$ cat src/rtl/circuit1_bist_ctrl_pkg.sv
// Shared definitions for the circuit1 BIST blocks: controller state encoding
// and the default signature register geometry.
package circuit1_bist_ctrl_pkg;

    typedef enum logic [2:0] {
        ST_IDLE  = 3'd0,
        ST_INIT  = 3'd1,
        ST_RUN   = 3'd2,
        ST_CHECK = 3'd3,
        ST_DONE  = 3'd4
    } bist_state_e;

    localparam int         BIST_SIG_W = 8;
    // x^8 + x^4 + x^3 + x^2 + 1
    localparam logic [7:0] BIST_POLY  = 8'h1D;
    localparam int         BIST_CNT_W = 4;

endpackage

$ cat src/rtl/circuit1_bist_ctrl_sig_reg.sv
// Serial-input signature register: shifts left, folds POLY back in when the
// MSB falls out, and XORs the serial response into bit 0.
module circuit1_bist_ctrl_sig_reg
    import circuit1_bist_ctrl_pkg::*;
#(
    parameter int               SIG_W = BIST_SIG_W,
    parameter logic [SIG_W-1:0] POLY  = SIG_W'(BIST_POLY)
) (
    input  logic             CP,
    input  logic             RN,
    input  logic             clr,
    input  logic             en,
    input  logic             din,
    output logic [SIG_W-1:0] sig
);

    logic [SIG_W-1:0] sig_q;
    logic [SIG_W-1:0] sig_d;

    always_comb begin
        sig_d = sig_q;
        if (clr) begin
            sig_d = '0;
        end else if (en) begin
            sig_d = {sig_q[SIG_W-2:0], 1'b0}
                  ^ (sig_q[SIG_W-1] ? POLY : '0)
                  ^ {{(SIG_W-1){1'b0}}, din};
        end
    end

    always_ff @(posedge CP or negedge RN) begin
        if (!RN) begin
            sig_q <= '0;
        end else begin
            sig_q <= sig_d;
        end
    end

    assign sig = sig_q;

endmodule

$ cat src/rtl/circuit1_bist_ctrl.sv
// BIST controller for circuit1: owns x1..x3 during a test, applies an exhaustive
// 3-bit pattern sweep, compacts z into a signature and reports pass/fail.
module circuit1_bist_ctrl
    import circuit1_bist_ctrl_pkg::*;
#(
    parameter int               NPAT    = 8,
    parameter int               CUT_LAT = 1,
    parameter int               SIG_W   = BIST_SIG_W,
    parameter logic [SIG_W-1:0] POLY    = SIG_W'(BIST_POLY),
    parameter logic [SIG_W-1:0] GOLDEN  = SIG_W'(8'hFF)
) (
    input  logic             CP,
    input  logic             RN,
    input  logic             start,
    input  logic             fx1,
    input  logic             fx2,
    input  logic             fx3,
    output logic             x1,
    output logic             x2,
    output logic             x3,
    input  logic             z,
    output logic             test_mode,
    output logic             busy,
    output logic             done,
    output logic             pass,
    output logic [SIG_W-1:0] signature,
    output logic [2:0]       dbg_state
);

    localparam logic [BIST_CNT_W-1:0] PC_LAST = BIST_CNT_W'(NPAT - 1);
    localparam logic [BIST_CNT_W-1:0] RC_LAST = BIST_CNT_W'(NPAT + CUT_LAT - 1);
    localparam logic [BIST_CNT_W-1:0] RC_EN   = BIST_CNT_W'(CUT_LAT);

    bist_state_e           state_q, state_d;
    logic [BIST_CNT_W-1:0] pc_q, pc_d;
    logic [BIST_CNT_W-1:0] rc_q, rc_d;
    logic                  test_mode_q, test_mode_d;
    logic                  busy_q, busy_d;
    logic                  done_q, done_d;
    logic                  pass_q, pass_d;
    logic                  sig_clr;
    logic                  sig_en;

    always_comb begin
        state_d = state_q;
        case (state_q)
            ST_IDLE:  if (start) state_d = ST_INIT;
            ST_INIT:  state_d = ST_RUN;
            ST_RUN:   if (rc_q == RC_LAST) state_d = ST_CHECK;
            ST_CHECK: state_d = ST_DONE;
            ST_DONE:  if (!start) state_d = ST_IDLE;
            default:  state_d = ST_IDLE;
        endcase
    end

    // Counters are cleared on the way into INIT so the mux already shows
    // pattern 000 during the INIT cycle.
    always_comb begin
        pc_d = pc_q;
        rc_d = rc_q;
        if (state_d == ST_INIT) begin
            pc_d = '0;
            rc_d = '0;
        end else if (state_q == ST_RUN) begin
            rc_d = rc_q + 1'b1;
            if (pc_q < PC_LAST) pc_d = pc_q + 1'b1;
        end
    end

    always_comb begin
        test_mode_d = (state_d != ST_IDLE);
        busy_d      = (state_d == ST_INIT) || (state_d == ST_RUN) || (state_d == ST_CHECK);
        done_d      = (state_d == ST_DONE);
        pass_d      = pass_q;
        if (state_q == ST_CHECK) begin
            pass_d = (signature == GOLDEN);
        end else if (state_d == ST_IDLE) begin
            pass_d = 1'b0;
        end
    end

    // z lags the applied pattern by CUT_LAT cycles, so compaction starts late
    // and the RUN phase is stretched by the same amount.
    assign sig_clr = (state_q == ST_INIT);
    assign sig_en  = (state_q == ST_RUN) && (rc_q >= RC_EN);

    always_ff @(posedge CP or negedge RN) begin
        if (!RN) begin
            state_q     <= ST_IDLE;
            pc_q        <= '0;
            rc_q        <= '0;
            test_mode_q <= 1'b0;
            busy_q      <= 1'b0;
            done_q      <= 1'b0;
            pass_q      <= 1'b0;
        end else begin
            state_q     <= state_d;
            pc_q        <= pc_d;
            rc_q        <= rc_d;
            test_mode_q <= test_mode_d;
            busy_q      <= busy_d;
            done_q      <= done_d;
            pass_q      <= pass_d;
        end
    end

    circuit1_bist_ctrl_sig_reg #(
        .SIG_W (SIG_W),
        .POLY  (POLY)
    ) u_sig_reg (
        .CP    (CP),
        .RN    (RN),
        .clr   (sig_clr),
        .en    (sig_en),
        .din   (z),
        .sig   (signature)
    );

    // Only combinational path: mission inputs reconnect as soon as test_mode drops.
    assign {x1, x2, x3} = test_mode_q ? pc_q[2:0] : {fx1, fx2, fx3};

    assign test_mode = test_mode_q;
    assign busy      = busy_q;
    assign done      = done_q;
    assign pass      = pass_q;
    assign dbg_state = state_q;

endmodule

$ cat config.mk
export PLATFORM = sky130hd
export DESIGN_NAME = circuit1_bist_ctrl
export DESIGN_NICKNAME = d
export VERILOG_FILES = /design/src/rtl/circuit1_bist_ctrl_pkg.sv /design/src/rtl/circuit1_bist_ctrl_sig_reg.sv /design/src/rtl/circuit1_bist_ctrl.sv
export SDC_FILE = /design/constraint.sdc
export NUM_CORES = 1
export LEC_CHECK = 0
export ABC_AREA = 1
export BUFFER_PORTS_ARGS = -buffer_cell sky130_fd_sc_hd__buf_2
export CORE_ASPECT_RATIO = 0.75
export CORE_MARGIN = 1
export CORE_UTILIZATION = 40
export CTS_BUF_LIST = sky130_fd_sc_hd__clkbuf_16
export CTS_CLUSTER_DIAMETER = 30
export CTS_CLUSTER_SIZE = 20
export DETAILED_ROUTE_END_ITERATION = 8
export GPL_TIMING_DRIVEN = 0
export PLACE_DENSITY = 0.69
export REMOVE_ABC_BUFFERS = 1
export SLEW_MARGIN = 20
export SYNTH_ARGS = -nofsm -noshare
export SYNTH_HDL_FRONTEND = slang
export SYNTH_SLANG_ARGS = --single-unit
$ cat constraint.sdc
create_clock -name CP -period 1.19 [get_ports CP]
set_clock_uncertainty 0.1 [all_clocks]
set_input_delay 0.0595 -clock CP [delete_from_list [all_inputs] [get_ports CP]]
set_output_delay 0.0595 -clock CP [all_outputs]
set_load 0.02 [all_outputs]
==> results by group <==
STA
  – Final Cycle Share: 115%
  – Final Max Slew Viols: 0
  – Worst-Margin Slew: 0.524 ns
  – Min Tclk post-route: 1.37 ns
  – Final worst slack: -0.184 ns
  – Hold Slack: 0.0914 ns
  – Worst rel slew slack: 65.1%
  – Final setup TNS: -2.92 ns
  – RSZ-0062 raised after global routing: yes
  – Fmax: 728 MHz
  – Final hold vios: 0
  – Final setup viols: 23

Route
  – Via count: 1094
  – DR WL met2: 1.72 mm
  – Post-DRT Antenna Nets: 0
  – Vias/cell: 5.18
  – Met3 WL: 139 um
  – Wl on met1: 1.32 mm
  – DRT Pass-1 Iters: 4
  – WL final: 3.23 mm
  – Average wire per standard cell: 15.3 um
  – Drt drc: 0
  – DR iter-0 viols: 64
  – DR top layer: met4

Cells and area
  – Share of cells above drive strength 1: 54.9%
  – # nets final: 187
  – Layout area overhead: 56.5%
  – Non-Filler Instances: 211
  – Filler instances: 196
  – N_diodes: 0

Setup path
  – Critical path's slowest cell: dfrtp_2
  – Critical path, cell by cell: nor2_4, nand2_4, inv_4, nand2_4, buf_12, nand3_2, o21ai_2
  – Kind of critical path: reg -> reg
  – Startpoint Class: flip-flop
  – Crit. End Element: flip-flop
  – Critical path's top delay family: flip-flops
  – Crit Path Max Fanout: 7
  – Critical Path RT: 1.24 ns
  – Bufs and invs on worst path: 2
  – Worst stage delay on the critical path: 0.46 ns
  – Most used cell, CP: nand2_4
  – Worst EP arrival: 1.42 ns

Die
  – # rows: 16
  – DIE WIDTH: 63.3 um
  – Chip Height: 48 um
  – I/O Pins: 25
  – Initial Util: 42.7%
  – Die Footprint: 3040 um^2
  – Placeable Area: 2640 um^2

GRT
  – Largest net degree at the start of global routing: 24
  – Global route overflow: 0
  – Antenna violations before repair: 0
  – Vias in the first global route: 1001
  – GRT Overall Usage: 20.2%
  – First-pass GRT wire length: 4.55 mm

Power
  – Leakage: 0.882 nW
  – Seq pwr share: 28.2%
  – Comb power frac: 58.1%
  – Int Pwr: 2.89 mW
  – Sw frac: 44.9%
  – Worst vdd ir: 0.00113 V
  – Clock power share: 13.8%
  – PwrDens: 2960 nW/um^2
  – P_sw: 2.35 mW
  – Pwr Total: 5.23 mW

CTS
  – CTS Buffer Depth: 2
  – Clock-pin slew on the worst setup and hold paths: 0.06 ns
  – CTS tree: built
  – Clock Latency Late Sink: 0.25 ns
  – H-tree depth: 1
  – Clk sinks: 23
  – Num CTS Buffers: 3
  – Root buffer cell: clkbuf_16

Yosys
  – Post-synth top area cell: dfrtp_1
  – Syn Inst Count: 129
  – Register area share after synthesis: 51.0%
  – Post-Syn Area per Cell: 8.75 um^2
  – Post-Syn Area: 1130 um^2
  – Yosys reg bits: 23
  – Synth top area share: 51.0%
  – Largest cells by area after synthesis: dfrtp_1 51%, nand2_1 9.3%, nand3_1 5.8%
  – Netlist cell types: 22
  – Yosys Warn Count: 0

Placement
  – Placer congestion estimate: 0.797
  – Placed Cells incl. Taps: 187
  – IO buf count: 24
  – HPWL after detailed placement: 1.73 mm

Hold path
  – Hold WC Path Type: in -> reg

Outcome
  – Status: complete, but fails checks
  – Failing checks: setup timing

Flow run
  – Max_cap viols: 0
==> power by group through the flow <==
stage,logic [mW],registers [mW],clock network (mW)
detailed placement,1.77,1.39,0
CTS,2.51,1.42,0.730
global placement,1.71,1.38,0
global route,3.27,1.51,0.761
floorplan,1.04,1.58,0
finish,3.04,1.47,0.720
==> state kept, by name (all words and copies together) (netlist names) <==
register and count:
pc_q 4, u_sig_reg.sig 8, busy 1, done 1, rc_q 4, dbg_state 3
pass 1, test_mode 1
==> worst paths after layout <==
check / start / endpoint / slack (ns) / cells after the start
min in group asynchronous: RN / u_sig_reg.sig[3] / 0.22 / 2
max reg2reg: dbg_state[0] / u_sig_reg.sig[3] / -0.18 / 7
min: start / rc_q[0] / 0.09 / 3
max: dbg_state[0] / u_sig_reg.sig[3] / -0.18 / 7
max in group asynchronous: RN / dbg_state[1] / 0.39 / 2
min reg2reg: pc_q[3] / pc_q[3] / 0.40 / 2
==> layer usage <==
layer	track usage, %	up-vias
met5	0	-
met4	6.82	0
met3	6.67	6
met2	36.0	31
met1	24.0	545
li1	-	512
==> cells in the final DEF (no fill, tap or decap) <==
| master | count |
|---|---|
| nand3_2 | 8 |
| inv_2 | 4 |
| o21a_4 | 1 |
| ha_1 | 1 |
| o21ai_2 | 7 |
| nor2_1 | 6 |
| dfrtp_1 | 18 |
| a21o_1 | 1 |
| inv_4 | 1 |
| nand2_2 | 5 |
| buf_4 | 14 |
| ha_4 | 2 |
| mux2_4 | 1 |
| xor2_1 | 1 |
| o21ai_0 | 1 |
| nor2_2 | 2 |
| o21ai_1 | 2 |
| nand3_4 | 2 |
| a21oi_2 | 3 |
| buf_12 | 2 |
| buf_2 | 21 |
| nand4_1 | 3 |
| buf_6 | 5 |
| nor2_4 | 7 |
| clkbuf_16 | 3 |
| dfrtp_2 | 5 |
| dlygate4sd3_1 | 2 |
| nor3_1 | 2 |
| nand2_4 | 2 |
| a21oi_1 | 1 |
| nand3_1 | 4 |
| inv_1 | 11 |
| nand2_1 | 23 |
| ha_2 | 1 |
| xnor2_1 | 3 |
==> logic make-up after synthesis <==
family,after synthesis,share of synthesized area (%)
compound gates,16,9.20
xor+xnor,4,3.10
fa+ha+maj,4,4.43
buf+inv,17,6.43
flops,23,51.0
mux,1,0.998
simple gates,64,24.8
==> cell type report <==
cell class | instances | area, um^2 | share of cell area [%]
multi-input combinational | 89 | 676 | 38.2
sequential | 23 | 582 | 32.9
timing repair buffer | 44 | 327 | 18.5
clock buffer | 3 | 75.1 | 4.25
inverter | 15 | 58.8 | 3.33
tap | 36 | 45.0 | 2.55
clock inverter | 1 | 3.75 | 0.212
==> stage by stage <==
step,worst slack [ns],util [%],area (um^2)
2_1_floorplan,-0.256,-,1110
5_1_grt,-0.249,66.9,1770
6_report,-0.184,66.9,1770
3_5_place_dp,-0.365,48.3,1280
4_1_cts,-0.150,61.6,1630
3_3_place_gp,-0.320,48.3,1280
==> repair_timing <==
| action | CTS | global route |
|---|---|---|
| buffers inserted | 13 | 5 |
| hold buffers | 2 | 0 |
| endpoints found under the hold margin | 24 | 0 |
| endpoints found under the setup margin | 20 | 24 |
| pin swaps | 6 | 12 |
| resized for setup | 38 | 29 |
==> cell usage after synthesis <==
cell	n
nor2_1	14
nand3_2	1
xor2_1	1
o21ai_2	5
o21ai_0	5
a21oi_1	4
nor3_1	2
ha_1	4
nand4_1	3
nand3_1	13
buf_6	1
nor2_2	1
xnor2_1	3
buf_2	1
mux2_2	1
nand2_1	28
o21a_1	1
inv_2	1
a21o_1	1
dfrtp_1	23
nand2_2	2
inv_1	14
==> worst min-delay path, delay by kind of cell <==
kind	cells	cell delay, ns
AO/OA/AOI/OAI	2	0.23
buffers and inverters	1	0.12
No activity file was read; power rests on OpenSTA's default activity.
